### config.mk
export PLATFORM = sky130hd
export DESIGN_NAME = riscv_lsu
export DESIGN_NICKNAME = d
export VERILOG_FILES = /design/src/rtl/riscv_lsu.sv
export SDC_FILE = /design/constraint.sdc
export NUM_CORES = 1
export LEC_CHECK = 0
export ABC_AREA = 1
export BUFFER_PORTS_ARGS = -buffer_cell sky130_fd_sc_hd__buf_2
export CORE_MARGIN = 10
export CORE_UTILIZATION = 32
export DETAILED_ROUTE_END_ITERATION = 8
export GPL_TIMING_DRIVEN = 0
export PLACE_DENSITY = 0.83
export SYNTH_ARGS = -nofsm -noshare
export SYNTH_HDL_FRONTEND = slang
export SYNTH_SLANG_ARGS = --single-unit
### constraint.sdc
create_clock -name clk -period 1.4 [get_ports clk]
set_input_delay 0.14 -clock clk [delete_from_list [all_inputs] [get_ports clk]]
set_output_delay 0.14 -clock clk [all_outputs]
set_load 0.005 [all_outputs]
### src/rtl/riscv_lsu.sv
// Load/store unit: maps core byte-addressed requests onto a word-aligned
// data-memory bus with byte enables, runs the grant/response handshake and
// returns lane-extracted, sign/zero-extended load data.
module riscv_lsu (
  input  logic        clk,
  input  logic        reset,
  input  logic [31:0] core_address,
  input  logic [31:0] core_write_data,
  input  logic        core_require,
  input  logic        core_write_enable,
  input  logic [2:0]  core_size,
  output logic [31:0] core_read_data,
  output logic        core_stall_signal,
  input  logic [31:0] memory_read_data,
  input  logic        memory_begin_signal,
  input  logic        memory_end_signal,
  output logic        memory_require,
  output logic        memory_write_enable,
  output logic [3:0]  memory_byte_enable_map,
  output logic [31:0] memory_address,
  output logic [31:0] memory_write_data
);

  localparam int unsigned DataW = 32;

  typedef enum logic {
    IDLE      = 1'b0,
    WAIT_RESP = 1'b1
  } state_t;

  state_t state_q, state_d;

  logic [1:0]       offset;
  logic             is_byte;
  logic             is_half;
  logic [7:0]       byte_sel;
  logic [15:0]      half_sel;
  logic [DataW-1:0] load_data;

  assign offset  = core_address[1:0];
  assign is_byte = (core_size == 3'd0) || (core_size == 3'd4);
  assign is_half = (core_size == 3'd1) || (core_size == 3'd5);

  // State register; reset abandons any outstanding transaction.
  always_ff @(posedge clk or negedge reset) begin
    if (!reset) state_q <= IDLE;
    else        state_q <= state_d;
  end

  // Handshake next-state and strobes; stall drops on the completing cycle.
  always_comb begin
    state_d             = state_q;
    memory_require      = 1'b0;
    memory_write_enable = 1'b0;
    core_stall_signal   = 1'b0;
    unique case (state_q)
      IDLE: begin
        if (core_require) begin
          memory_require      = 1'b1;
          memory_write_enable = core_write_enable;
          core_stall_signal   = 1'b1;
          if (memory_begin_signal) state_d = WAIT_RESP;
        end
      end
      WAIT_RESP: begin
        core_stall_signal = core_require & ~memory_end_signal;
        if (memory_end_signal) state_d = IDLE;
      end
      default: state_d = IDLE;
    endcase
    if (!reset) begin
      memory_require      = 1'b0;
      memory_write_enable = 1'b0;
      core_stall_signal   = 1'b0;
    end
  end

  // Word-aligned address and lane enables; half uses offset[1] only.
  always_comb begin
    memory_address = {core_address[31:2], 2'b00};
    if (is_byte)      memory_byte_enable_map = 4'(4'b0001 << offset);
    else if (is_half) memory_byte_enable_map = 4'(4'b0011 << {offset[1], 1'b0});
    else              memory_byte_enable_map = 4'b1111;
  end

  // Store data replicated across all lanes so any enabled lane is correct.
  always_comb begin
    if (is_byte)      memory_write_data = {4{core_write_data[7:0]}};
    else if (is_half) memory_write_data = {2{core_write_data[15:0]}};
    else              memory_write_data = core_write_data;
  end

  // Lane extraction and extension of the returned word.
  always_comb begin
    unique case (offset)
      2'd0:    byte_sel = memory_read_data[7:0];
      2'd1:    byte_sel = memory_read_data[15:8];
      2'd2:    byte_sel = memory_read_data[23:16];
      default: byte_sel = memory_read_data[31:24];
    endcase
    half_sel = offset[1] ? memory_read_data[31:16] : memory_read_data[15:0];
    unique case (core_size)
      3'd0:    load_data = {{24{byte_sel[7]}}, byte_sel};
      3'd4:    load_data = {24'd0, byte_sel};
      3'd1:    load_data = {{16{half_sel[15]}}, half_sel};
      3'd5:    load_data = {16'd0, half_sel};
      default: load_data = memory_read_data;
    endcase
    core_read_data = reset ? load_data : '0;
  end

endmodule

* After elaboration in Yosys (flattened, before gate mapping)
Cells that the tools add are included.
** Operators by class
- Muxes and demuxes :: 20
- Bitwise gates (word level) :: 3
- Reductions and logical operators :: 4
- Equal/unequal tests :: 5
- Shift-type cells :: 2
** Operator list (number)
- 32-bit one-hot mux with 4 select lines :: 1
- 32-bit 2-to-1 mux :: 3
- 8-bit one-hot mux with 3 select lines :: 1
- 16-bit 2-to-1 mux :: 1
- 1-bit 2-to-1 mux :: 10
- 4-bit 2-to-1 mux :: 2
- 3-bit equality test (second input constant) :: 2
- 1-bit one-hot mux with 2 select lines :: 2
- 1-bit by 2-bit << shifter with 4-bit output (first input constant) :: 1
- 2-bit by 2-bit << shifter with 4-bit output (first input constant) :: 1
- 3-bit by 1-bit equality test with 1-bit output (second input constant) :: 1
- 3-bit zero test :: 1
- 2-bit by 1-bit equality test with 1-bit output (second input constant) :: 1
- 2-bit equality test (second input constant) :: 1
- 2-bit zero test :: 1
- 1-bit logical OR :: 2
- 1-bit inverter :: 2
- 1-bit AND :: 1
** Word-level totals
- Flip-flop bits (word level) :: 1
- Input port bits :: 105
- Output and inout bits :: 103
- Word-level logic and storage cells :: 35

* Logic depth before layout (Yosys ltp)
Gate-level depths: netlist (run 1).
- Depth after elaboration :: 4
- Depth in mapped cells :: 10

* Worst setup path after synthesis (run 1)
No wires, ideal clock.
- Path kind :: input to output
- Start :: input core_address[1]
- End :: output core_read_data[21]
- Path buffers :: 2
- Arrival :: 0.996 ns
- Stages :: 10
- Required time :: 1.260 ns
- Slack :: 0.264 ns
- Cell sequence :: buf_6 inv_4 nand2_4 nand2_2 nand3_2 nand3_4 nand2_2 nand2_4 buf_12 nor2_4
** On the way
- Word-level cells in the longest chain between the ends :: 4
- Elaborated cells between the ends (all ways) :: 7
- Classes of those cells :: eq/ne (2); mux (4); reduce/logical (1)
** RTL lines
- start: declaration :: RTL line 7 : input logic [31:0] core_address,
- 2-bit equality test (tied with other cells) :: RTL line 95 : unique case (offset)
- 8-bit one-hot mux with 3 select lines :: RTL line 95
- 32-bit one-hot mux with 4 select lines (*) :: RTL line 102 : unique case (core_size)
- 32-bit 2-to-1 mux (*) :: RTL line 109 : core_read_data = reset ? load_data : '0;
- end: declaration :: RTL line 12 : output logic [31:0] core_read_data,
Every way passes the cells marked *; elsewhere a longest branch is shown, timed or not.

* Worst setup path in the final report (run 1)
- Start :: input core_size[1]
- End :: output core_read_data[28]
** On the way
- Word-level cells in the longest chain between the ends :: 3
- Elaborated cells between the ends (all ways) :: 6
- Classes of those cells :: eq/ne (3); mux (2); reduce/logical (1)
** RTL lines
- start: declaration :: RTL line 11 : input logic [2:0] core_size,
- 3-bit equality test (tied with other cells) :: RTL line 102
- 32-bit one-hot mux with 4 select lines (*) :: RTL line 102
- 32-bit 2-to-1 mux (*) :: RTL line 109
Marks and branches as above.

==> impl_metrics.toml, run 1 <==
[logic_synthesis]
netlist_top_cells_area = "buf_4 20%, nand2_1 17%, nor2_1 8.8%"
synthCells = 284
synth_cell_types = 25
synth_area_sq_mm = 0.00153
yosysTopAreaCell = "buf_4"
yosys_register_bits = 1
syn_area_per_cell_sq_um = 5.38
synth_top_area_share = 0.197
yosys_warnings = 0
ys_seq_area_frac = 0.0164

[layout]
diodes = 0
layout_commonest_cell = "buf_2"
mostFrequentLayoutCells = "172 x buf_2, 68 x nand2_1, 49 x buf_4"
largest_register_ffs = 1
final_area_sq_mm = 0.00266
syn2layout_area_growth_pct = 74.0
drive_gt1_frac = 0.568
top_regs = "state_q (1)"
regMostFlops = "state_q"
final_net_count = 575

[grt]
grt_usage = 0.181
grt.overflow.total = 0
antenna_found_initial = 1
grt_pass1_vias = 2498
grt_max_degree = 11
grt_pass1_wl_um = 11800

[floorplan]
num_io_pins = 208
die_area_sq_mm = 0.00794
die_h_um = 89.1
die_w_um = 89.1
start_util = 0.328
row_count = 25
core_sq_mm = 0.00466

[outcome]
outcome = "finished clean"

[worst_setup_path]
worstPathMaxFanout = 8
cp-start-kind = "primary input"
setup.worst_path.end_class = "primary output"
timing_worst_setup_path_type = "primary input to primary output"
cp.required_ps = 1260
crit_arrival_ps = 1240

[place]
place.gp.congestion = 0.829
preCtsSetupSlack_ps = -139
hpwl_um = 7190
port_buffers = 174
placed_area_sq_mm = 0.00247

[sta]
skew_ps = 0
fin_setup_tns_ps = 0
setup_viol = 0
min_period_over_period = 0.984
relSlewSlack = 0.621
worstMarginPinSlew_ps = 568
rsz0062_at_grt = "true"
fmax_mhz = 726
fin_crit_ps = 1380
setup_slack_ps = 22.5
finalMaxSlewViolations = 0
hold_viol = 0

[drt]
avgRoutedWirePerCell_um = 16.1
wirelength_um = 8400
first_iter_violations = 61
drt-vias-per-instance = 4.75
final_antenna_net_count = 0
vias = 2481
drc = 0
dr.pass1.iters = 4

[clocking]
clk_pin_slew_worst_paths_ps = 0
clock_latency_ps = 0

[power_and_ir_drop]
powerDensity_mw_per_mm2 = 348
leakagePower_nw = 1.61
report.power.total_w = 0.000925
peakVddDrop_mv = 0.152

[run]
max_cap_viol_count = 0

[hold_path]
hp-class = "primary input to flop"
[repair_timing]
| action | 4_1_cts | 5_1_grt |
|---|---|---|
| hold endpoints to repair | 1 | 0 |
| gates resized for setup | 5 | 28 |
| cloned | 0 | 1 |
| pin swaps | 4 | 1 |
| setup buffers | 2 | 5 |
| setup endpoints to repair | 29 | 27 |
| hold buffers | 1 | 0 |
[layout make-up]
| type | instances | area (sq um) |
|---|---|---|
| Timing Repair Buffer | 183 | 971 |
| Sequential cell | 1 | 25.0 |
| Buffer | 53 | 413 |
| Multi-Input combinational cell | 201 | 1060 |
| Tap cell | 54 | 67.6 |
| Inverter | 30 | 124 |
| Fill cell | 481 | 2000 |
[kinds of logic after synthesis]
logic type / share of synthesized area
flops: 0.0164
simple gates: 0.451
compound gates: 0.201
other cells: 0.00245
buf+inv: 0.328
[through the flow]
stage / hold WS (ps) / cells / utilization
5_1_grt: 435 / 522 / 0.570
4_1_cts: 408 / 516 / 0.538
6_report: 399 / 522 / 0.570
3_5_place_dp: -49.7 / 513 / 0.530
2_1_floorplan: -156 / 285 / -
3_3_place_gp: -49.7 / 513 / 0.530
[metal layers]
metal	GRT usage	vias up	share of wire
met4	0.0434	2	0.023
met5	0	-	0.0015
met1	0.176	1068	0.35
met3	0.0684	16	0.13
met2	0.348	161	0.49
li1	-	1234	-
[report_power, final]
| part | switching, W | total, W | internal [W] |
|---|---|---|---|
| Sequential | 0.00000725 | 0.0000443 | 0.0000371 |
| Clock | 0 | 0 | 0 |
| Combinational | 0.000443 | 0.000881 | 0.000438 |
| Total | 0.000450 | 0.000925 | 0.000475 |
[Yosys cell counts, drive strengths merged]
| cell type | count |
|---|---|
| a21oi | 18 |
| inv | 30 |
| o211ai | 10 |
| clkbuf | 5 |
| nand2 | 74 |
| buf | 48 |
| o21ai | 26 |
| conb | 1 |
| nor3b | 1 |
| dfrtp | 1 |
| nand3 | 19 |
| nor2 | 49 |
| o22ai | 2 |
[final timing paths]
kind                                           from            endpoint  slack [ps]  depth (start not counted)
worst min register to register    state_q$_DFF_PN0_   state_q$_DFF_PN0_         540                          2
worst max register to register    state_q$_DFF_PN0_   state_q$_DFF_PN0_         730                          2
min in group asynchronous                     reset   state_q$_DFF_PN0_         560                          2
max in group asynchronous                     reset   state_q$_DFF_PN0_         740                          2
worst max-delay path                   core_size[1]  core_read_data[28]          20                         11
worst min-delay path            memory_begin_signal   state_q$_DFF_PN0_         400                          3
[worst max-delay path: stages]
cell	delay [ps]
buf_8	100
buf_8	130
nor2_4	100
nand2_1	60
nor2_1	110
nor2_2	60
nand2_4	70
nand2_8	90
clkbuf_16	180
nor2_4	70
buf_2	110
(Power assumes the default switching activity.)
==> inputs of run 2 (changes only) <==
--- a/config.mk
+++ b/config.mk
@@ -5,10 +5,9 @@
 export SDC_FILE = /design/constraint.sdc
 export NUM_CORES = 1
 export LEC_CHECK = 0
-export ABC_AREA = 1
 export BUFFER_PORTS_ARGS = -buffer_cell sky130_fd_sc_hd__buf_2
 export CORE_MARGIN = 10
-export CORE_UTILIZATION = 32
+export CORE_UTILIZATION = 31
 export DETAILED_ROUTE_END_ITERATION = 8
 export GPL_TIMING_DRIVEN = 0
 export PLACE_DENSITY = 0.83
==> run 2 against run 1 <==
  * The flow now finishes with violations (setup timing)
  * Total power shrank 2.4%
  * Synthesized cell count decreased by 24%
  * Cell count decreased by 14%
  * Worst hold slack worse by 48 ps
  * Fmax is 18% lower
  * Setup slack got worse by 300 ps
  * Register-to-register slack better by 30 ps
  * Critical endpoint is now core_read_data[23]
  * Highest routed layer is now met4
==> impl_metrics.toml, run 2 <==
[outcome]
outcome = "complete, but fails checks"
violations = "setup timing"

[power_and_ir_drop]
peakVddDrop_mv = 0.184
report.power.total_w = 0.000903
leakagePower_nw = 1.46
powerDensity_mw_per_mm2 = 347

[worst_setup_path]
r2r_setup_slack_ps = 760
crit_arrival_ps = 1540
setup.worst_path.end = "core_read_data[23]"
cp.required_ps = 1260
worstPathMaxFanout = 5
timing_worst_setup_path_type = "primary input to primary output"
r2r_cells = 1
cp-start-kind = "primary input"
setup.worst_path.end_class = "primary output"
rr_endpoint = "state_q$_DFF_PN0_"
r2r_start = "state_q$_DFF_PN0_"
startpoint = "core_address[1]"

[layout]
top_regs = "state_q (1)"
syn2layout_area_growth_pct = 78.6
diodes = 0
final_net_count = 502
final_area_sq_mm = 0.00260
drive_gt1_frac = 0.671
regArea_sq_um = 25.0
regMostFlops = "state_q"
fill_cells = 416
layout_commonest_cell = "buf_2"
mostFrequentLayoutCells = "170 x buf_2, 46 x buf_4, 36 x o21ai_0"
multi_input_area_sq_mm = 0.00109
instances_no_fill = 447
largest_register_ffs = 1

[logic_synthesis]
netlist_top_cells_area = "buf_4 21%, mux2_2 13%, o21ai_0 12%"
syn_area_per_cell_sq_um = 6.77
synthCells = 215
yosys_warnings = 0
synth_cell_types = 30
ys_seq_area_frac = 0.0172
yosys.cell_count.top_type = "buf_4"
yosysTopAreaCell = "buf_4"
yosys_register_bits = 1
async_flop_share = 1.00
synth_area_sq_mm = 0.00146
synth_edf_count = 0
yosys-top-cells-count = "40 x buf_4, 36 x o21ai_0, 18 x nand2_1, 18 x nor2_1, 17 x mux2_2"
synth_top_area_share = 0.206
ys.flop_type = "dfrtp_1"

[drt]
drt-vias-per-instance = 5.27
avgRoutedWirePerCell_um = 19.0
first_iter_violations = 140
dr.pass1.iters = 4
drc = 0
final_antenna_net_count = 0
wirelength_um = 8500
vias = 2355

[clocking]
clock_latency_ps = 0
clk_pin_slew_worst_paths_ps = 0

[grt]
grt.overflow.total = 0
grt_max_degree = 11
grt_pass1_wl_um = 12200
grt_usage = 0.189
antenna_found_initial = 0
grt_pass1_vias = 2422

[sta]
setup_slack_ps = -277
finalMaxSlewViolations = 0
rsz0062_at_grt = "true"
hold_viol = 0
skew_ps = 0
min_period_over_period = 1.20
setup_viol = 24
fin_crit_ps = 1680
fmax_mhz = 596
fin_hold_ws_ps = 351

[floorplan]
core_sq_mm = 0.00444
num_io_pins = 208
die_area_sq_mm = 0.00784
row_count = 24
start_util = 0.328
die_h_um = 88.5
die_w_um = 88.5

[hold_path]
min_from = "memory_end_signal"
hp-class = "primary input to flop"

[place]
placed_area_sq_mm = 0.00240
place.gp.congestion = 0.902
port_buffers = 173
dp_cells = 441
hpwl_um = 7360
preCtsSetupSlack_ps = -518

[run]
max_cap_viol_count = 0
## run 2: changes by cell type after synthesis, sizes merged, moves of 10 or more
cell    change
nand2      -56
nor2       -31
inv        -27
nand3      -19
mux2       +17
mux2i      +16
a21oi      -14
o211ai     -10
o21ai      +10
## run 2: how the worst min path moves through the flow
stage	endpoint	slack (ps)	cells after the start
floorplan	state_q$_DFF_PN0_	-160	0
global placement	state_q$_DFF_PN0_	-20	1
detailed placement	state_q$_DFF_PN0_	-20	1
CTS	state_q$_DFF_PN0_	350	2
global route	state_q$_DFF_PN0_	360	2
finish	state_q$_DFF_PN0_	350	2
## run 2: what timing repair did
action	CTS	global route
gates cloned	1	0
setup buffers	6	1
resized for setup	34	14
endpoints found under the setup margin	58	46
hold buffers	1	0
pin swaps	8	6
endpoints found under the hold margin	1	0
## run 2: logic make-up (layout without fill, tap and decap cells)
logic type | Yosys count | in the layout | share of synthesized area
compound gates | 71 | 71 | 0.310
buf+inv | 62 | 241 | 0.274
flops | 1 | 1 | 0.0172
mux | 34 | 34 | 0.257
other cells | 1 | 2 | 0.00257
simple gates | 46 | 46 | 0.139
## run 2: power by group
group	switching, W	internal [W]	total (W)
sequential	0.00000268	0.0000324	0.0000350
combinational	0.000399	0.000469	0.000868
clock	0	0	0
## run 2: final cells by class
cell class                 instances  share of cell area
tap                               52              0.0250
multi-input combinational        153               0.418
inverter                           4             0.00577
buffer                            55               0.163
timing repair buffer             182               0.379
sequential                         1             0.00962
## run 2: layer usage
| layer | wire length [um] | vias to the layer above | global-route usage |
|---|---|---|---|
| met5 | 0 | - | 0 |
| met4 | 137 | 0 | 0.0338 |
| met3 | 1340 | 12 | 0.0919 |
| met2 | 4340 | 172 | 0.372 |
| met1 | 2680 | 1065 | 0.172 |
| li1 | - | 1106 | - |
## run 2: metrics by stage
step | TNS (ps) | util
floorplan | -1330 | -
global placement | -18360 | 0.539
detailed placement | -19360 | 0.539
CTS | -4530 | 0.576
global route | -5990 | 0.585
finish | -4470 | 0.585
## run 2: worst max-delay path, stage by stage
cell      delay (ps)
buf_12            80
mux4_2           550
a221oi_4         330
buf_12           160
buf_6            110
a211oi_2          30
buf_2            140
